===== src/rtl/regfile_write_arbiter.sv =====
// regfile_write_arbiter
//   REGCOUNT x 8-bit configuration register file with one write port. The I2C
//   slave and the parallel-capture path share that port. A lone request is
//   granted in the same cycle. When both sides request, the side that lost the
//   last contested cycle wins (round robin), so each side waits at most one cycle.
//   Writes to an out-of-range address are granted but dropped, and addr_err
//   pulses for one cycle after the drop.
//   Optional build macro: REGFILE_WPROT_EN. When it is defined, bit 0 of
//   register 0 is a lock. While the lock is set, parallel-side writes are
//   granted, dropped and flagged with addr_err.
module regfile_write_arbiter #(
  parameter int REGCOUNT = 20,
  parameter int ADDR_W   = 5
) (
  input  logic                  clock,
  input  logic                  reset,
  input  logic                  i2c_req,
  input  logic [ADDR_W-1:0]     i2c_addr,
  input  logic [7:0]            i2c_wdata,
  output logic                  i2c_gnt,
  input  logic                  par_req,
  input  logic [ADDR_W-1:0]     par_addr,
  input  logic [7:0]            par_wdata,
  output logic                  par_gnt,
  output logic [8*REGCOUNT-1:0] registers_packed,
  output logic                  addr_err,
  output logic [7:0]            conflict_count
);

  // Records which side won the most recent contested cycle.
  typedef enum logic {
    RR_I2C = 1'b0,
    RR_PAR = 1'b1
  } rr_e;

  rr_e               rr_last;
  rr_e               rr_next;
  logic              contested;
  logic [7:0]        regs [REGCOUNT];
  logic              wr_en;
  logic [ADDR_W-1:0] wr_addr;
  logic [7:0]        wr_data;
  logic              in_range;
  logic              locked;
  logic              drop;

  // Arbitration: grants are combinational and both are held low while reset is high.
  always_comb begin
    // NOTE: every output of this block gets a default first, so no path leaves a value unassigned (which would infer a latch).
    i2c_gnt   = 1'b0;
    par_gnt   = 1'b0;
    rr_next   = rr_last;
    contested = i2c_req & par_req;
    if (!reset) begin
      if (contested) begin
        if (rr_last == RR_PAR) begin
          i2c_gnt = 1'b1;
          rr_next = RR_I2C;
        end else begin
          par_gnt = 1'b1;
          rr_next = RR_PAR;
        end
      end else begin
        i2c_gnt = i2c_req;
        par_gnt = par_req;
      end
    end
  end

  // Write port mux and drop decision for the granted request.
  always_comb begin
    wr_en    = i2c_gnt | par_gnt;
    wr_addr  = par_gnt ? par_addr : i2c_addr;
    wr_data  = par_gnt ? par_wdata : i2c_wdata;
    // The extra bit keeps the compare correct when REGCOUNT == 2**ADDR_W.
    in_range = {1'b0, wr_addr} < (ADDR_W+1)'(REGCOUNT);
`ifdef REGFILE_WPROT_EN
    // The lock is read from the current register value, that is, the value at the start of the grant cycle.
    locked   = par_gnt & regs[0][0];
`else
    locked   = 1'b0;
`endif
    drop     = ~in_range | locked;
  end

  // Register file, round-robin pointer, error pulse and conflict counter.
  always_ff @(posedge clock) begin
    if (reset) begin
      // NOTE: this register file is built from flops, not a RAM macro, so clearing every entry on reset is cheap and required.
      for (int k = 0; k < REGCOUNT; k++) regs[k] <= 8'h00;
      rr_last        <= RR_PAR;
      addr_err       <= 1'b0;
      conflict_count <= 8'h00;
    end else begin
      // NOTE: all sequential state uses non-blocking assignments, so every flop samples values from before the edge.
      rr_last  <= rr_next;
      addr_err <= wr_en & drop;
      if (contested && conflict_count != 8'hFF)
        conflict_count <= conflict_count + 8'd1;
      for (int k = 0; k < REGCOUNT; k++)
        if (wr_en && !drop && wr_addr == ADDR_W'(k))
          regs[k] <= wr_data;
    end
  end

  // Flatten the register file: register k sits at bits [8k+7:8k].
  always_comb begin
    registers_packed = '0;
    for (int k = 0; k < REGCOUNT; k++)
      registers_packed[8*k +: 8] = regs[k];
  end

endmodule


===== config.mk =====
export PLATFORM = sky130hd
export DESIGN_NAME = regfile_write_arbiter
export DESIGN_NICKNAME = d
export VERILOG_FILES = /design/src/rtl/regfile_write_arbiter.sv
export SDC_FILE = /design/constraint.sdc
export NUM_CORES = 1
export LEC_CHECK = 0
export BUFFER_PORTS_ARGS = -buffer_cell sky130_fd_sc_hd__buf_2
export CAP_MARGIN = 20
export CORE_AREA = 2 2 135 137
export CTS_CLUSTER_DIAMETER = 80
export CTS_CLUSTER_SIZE = 25
export DETAILED_ROUTE_END_ITERATION = 6
export DIE_AREA = 0 0 137 139
export PLACE_DENSITY = 0.63
export SLEW_MARGIN = 20
export SYNTH_ARGS = -nofsm -noshare
export SYNTH_HDL_FRONTEND = slang
export SYNTH_SLANG_ARGS = --single-unit
export TNS_END_PERCENT = 100

===== constraint.sdc =====
create_clock -name clock -period 2.05 [get_ports clock]
set_input_delay 0.3075 -clock clock [delete_from_list [all_inputs] [get_ports clock]]
set_output_delay 0.3075 -clock clock [all_outputs]
set_load 0.05 [all_outputs]

Yosys cells after proc, flatten, opt, wreduce, memory -nomap -nowiden
Memories as Yosys holds them, arrays and structs flattened.
Cells that the tools add are included.
{"block": "word_totals", "word_cells": 163, "mem_count": 1, "input_bits": 30, "regBits": 10, "out_inout_bits": 171, "ramBits": 160}
{"block": "classes", "bitwise": 24, "magnitude_cmp": 1, "n_eq_ne": 20, "reduce_logical": 23, "n_mux": 90, "n_addsub": 1}
{"memory": "regs", "depth": 20, "width": 8, "rd": 20, "rd_ports_with_merged_regs": 0, "wr": 20, "line_no": "39", "rtl": "logic [7:0] regs [REGCOUNT];"}
{"op": "8-bit two-way mux", "n": 21}
{"op": "1-bit two-way mux", "n": 68}
{"op": "5-bit by 4-bit equality test with 1-bit output, second input constant", "n": 8}
{"op": "1-bit logical AND", "n": 22}
{"op": "1-bit OR", "n": 21}
{"op": "5-bit by 3-bit equality test with 1-bit output, second input constant", "n": 4}
{"op": "5-bit equality test, second input constant", "n": 4}
{"op": "5-bit by 2-bit equality test with 1-bit output, second input constant", "n": 2}
{"op": "8-bit by 1-bit adder with 8-bit output, second input constant", "n": 1}
{"op": "8-bit inequality test, second input constant", "n": 1}
{"op": "5-bit by 1-bit equality test with 1-bit output, second input constant", "n": 1}
{"op": "5-bit logical NOT", "n": 1}
{"op": "5-bit < comparator, second input constant", "n": 1}
{"op": "5-bit two-way mux", "n": 1}
{"op": "1-bit AND", "n": 2}
{"op": "1-bit NOT", "n": 1}

Depth between registers and ports, before layout
{"block": "logic_depth", "depth_word": 11, "depth_mapped": 7, "ltp_nobuf": 5}

Worst setup path before layout
OpenSTA, ideal clock, no wires.
{"block": "synth_path", "path_kind": "input-to-output", "startpoint": "input port reset", "endpoint": "output port i2c_gnt", "path_buffers": 2, "arrival_time_ps": 1800, "setup_slack_ps": -58, "required_ps": 1742, "stages": 3, "cell_sequence": "clkbuf_1 -> clkbuf_1 -> nor3_1"}
{"block": "synth_between", "elab_chain_len": 1}
{"item": "start: declaration", "line_no": "16", "rtl": "input logic reset,"}
{"item": "1-bit two-way mux", "line_no": "54", "rtl": "if (!reset) begin"}
{"item": "end: declaration", "line_no": "20", "rtl": "output logic i2c_gnt,"}
Every way passes these cells.

Final worst setup path
{"block": "layout_path", "startpoint": "register rr_last", "endpoint": "output port par_gnt"}
{"block": "layout_between", "elab_chain_len": 3}
{"item": "start: declaration", "line_no": "36", "rtl": "rr_e rr_last;"}
{"item": "start signal: assignment", "line_no": "96", "rtl": "rr_last <= rr_next;"}
{"item": "1-bit two-way mux", "line_no": "56", "rtl": "if (rr_last == RR_PAR) begin"}
{"item": "1-bit two-way mux", "line_no": "55", "rtl": "if (contested) begin"}
{"item": "1-bit two-way mux", "line_no": "54"}
{"item": "end: declaration", "line_no": "24", "rtl": "output logic par_gnt,"}
Every way passes these cells.

==> results.cfg <==
[job]
max_cap_viol_count = 0

[timing]
finalHoldViolCount = 0
whs_ns = 0.143
maxSlewViolCount = 0
fin_crit_sh_pct = 95.9
setup_viol = 0
worst_clock_skew_ns = 0.00441
slew_headroom_pct = 70.5
period_needed_ns = 1.97
worstMarginPinSlew_ns = 0.439
tns_ns = 0
rsz0062_at_grt = no
timing.fmax_mhz = 508
layout_setup_ws_ns = 0.0831

[clock_tree]
h-tree-depth = 4
cts.sinks = 170
cts_made_buffers = 17
insertion_delay_ns = 0.41
cts_root_buf = clkbuf_16
path_clk_slew_ns = 0.06
clk_path_buf_depth = 2
cts_tree = built

[logic_synthesis]
syn_nets = 538
synth_seq_cells = 170
yosysWarningCount = 0
ys_async_sr_fraction_pct = 0
synth-seq-area-share_pct = 72.6
avgSynthCellArea_um2 = 13.6
ys_types = 46
synth-edff-count = 160
yosys_most_used_dff = edfxtp_1
syn_inst = 507
synth_area_mm2 = 0.00690

[global_routing]
grt_use_total_pct = 18.9
antenna_found_initial = 2
grt-ovfl-total = 0
grt_pass1_vias = 4834
grt_pass1_wl_mm = 26.8
grt_max_degree = 30

[placement]
port_buffers = 200
gp_congestion = 0.908
place_hpwl_mm = 12.6
placed_cells = 968
detailedPlace.worstSlack_ns = -0.0281

[drt]
first_pass_iters = 5
wl_mm = 17.8
ant_nets = 0
drc = 0
drt_iter0_drc = 363
vias = 5024
routed_via_density = 5.02
routedWlPerCell_um = 17.8

[worst_setup_path]
arrival_ns = 1.66
worst-setup-path-type = flop to output pin
endpoint = par_gnt
crit_path_end_kind = output pin
r2r_cells = 6
reg2reg_setup_slack_ns = 0.14
reg2reg_from = rr_last
start_kind = flop
r2r_end = regs[0][158]
crit_start = rr_last
worstPathMaxFanout = 21
cp.required_ns = 1.74

[power]
powerDensity_mw_per_mm2 = 905
leakagePower_nw = 3.87
clockPowerShare_pct = 37.5
p_int_mw = 6.15
p_switching_mw = 2.26
p_seq_share_pct = 47.6
vdd_drop_max_mv = 0.571
combPwrFrac_pct = 15.0
sw_frac_of_total_pct = 26.9

[floorplanning]
start_util_pct = 39.1
io_pins = 201
die_area_mm2 = 0.0190
die_w_um = 137
core_mm2 = 0.0177
rows = 49
die_y_um = 139

[final_layout]
instances_no_fill = 1001
fin_nets = 789
multi_input_area_mm2 = 0.00173
drive_gt1_share_pct = 42.5
syn2layout_area_growth_pct = 34.8
filler_cell_count = 1535
regArea_mm2 = 0.00500

[worst_hold_path]
hp-class = primary input to flop

[outcome]
status = completed
==> metrics by stage <==
step	instance area [um2]	util (%)	power, mW
after floorplan	6900	-	4.90
after global placement	8680	49.1	5.32
after detailed placement	8680	49.1	5.34
after CTS	9270	52.5	8.47
after global routing	9290	52.6	8.67
final	9290	52.6	8.41
==> cells in the mapped netlist (all sizes together), types with 3 or more instances <==
cell type	number	share of area, %
o211ai	20	3.5
or4	4	0.44
and4	3	0.38
nor4	14	1.3
inv	12	0.65
xor2	7	0.89
nor2	153	8.3
clkbuf	6	0.33
or4b	3	0.44
buf	20	1.8
nand2b	6	0.54
and2	3	0.27
a2111oi	8	1.0
a211oi	3	0.33
o2111ai	3	0.38
edfxtp	160	70
a21oi	13	1.4
and3	10	0.91
nand2	23	1.3
dfxtp	10	2.9
==> power groups by stage <==
stage               sequential, mW  clock [mW]  combinational [mW]
floorplan                     4.62           0               0.279
global placement              4.07           0                1.25
detailed placement            4.08           0                1.26
CTS                           4.00        3.20                1.26
global route                  4.01        3.34                1.32
finish                        4.00        3.15                1.26
==> cells in the final DEF (no fill, tap or decap), types with 3 or more instances in the layout <==
cell / n
bufinv_16: 3
clkbuf_16: 17
o2111ai_1: 3
a2111oi_0: 8
clkinv_2: 4
and3_1: 10
buf_4: 42
inv_1: 11
and2_1: 3
edfxtp_1: 160
a211oi_1: 3
nand2b_1: 6
dfxtp_1: 10
nor2_1: 152
xor2_1: 7
a21oi_2: 8
or4_1: 4
buf_12: 16
and4_1: 3
a21oi_1: 5
nor4_1: 13
nand2_1: 19
nand2_2: 4
o211ai_2: 18
buf_2: 199
==> how the worst min path moves through the flow <==
stage                      startpoint                end  slack [ns]  cells after the start
finish                          reset  conflict_count[7]        0.14                      2
global route                    reset  conflict_count[7]        0.14                      2
CTS                             reset  conflict_count[7]        0.12                      2
detailed placement  conflict_count[6]  conflict_count[6]        0.55                      2
global placement    conflict_count[7]  conflict_count[7]        0.54                      2
floorplan                     rr_last            rr_last        0.53                      2
==> registers in the layout, summed over array words and instances (netlist names) <==
signal and flops:
regs 160, addr_err 1, conflict_count 8, rr_last 1
==> routing by layer <==
layer | wire (um) | vias up | global-route usage [%]
li1 | - | 2364 | -
met1 | 7110 | 2427 | 23.3
met2 | 9360 | 206 | 32.4
met3 | 945 | 27 | 3.76
met4 | 420 | 0 | 7.60
met5 | 0 | - | 0
==> cells by family after synthesis <==
group                      Yosys count  share of synthesized area (%)
AOI/OAI and AO/OA                   59                           8.40
xor gates and xnor gates             8                           1.02
adders and majority gates            1                          0.181
buffers and inverters               38                           2.78
DFF                                170                           72.6
muxes                                1                          0.145
and+or+nand+nor                    230                           14.9
==> timing repair <==
item,in CTS,in global routing
buffers inserted,0,0
setup endpoints to repair,1,33
resized for setup,3,6
hold buffers,0,0
==> cell type report <==
cell class                 instances  share of cell area [%]
multi-input combinational        299                    18.6
tap                              229                    3.08
timing repair buffer             258                    17.7
clock buffer                      19                    4.66
inverter                          12                   0.485
antenna                            2                  0.0539
clock inverter                    12                    1.59
sequential                       170                    53.9
==> critical path: stages (launching register included) <==
cell and delay, ns:
dfxtp_1 0.33, a21bo_1 0.21, buf_12 0.17, nor2_4 0.13, buf_6 0.18, buf_4 0.21
Power figures use the tool's default switching activity.
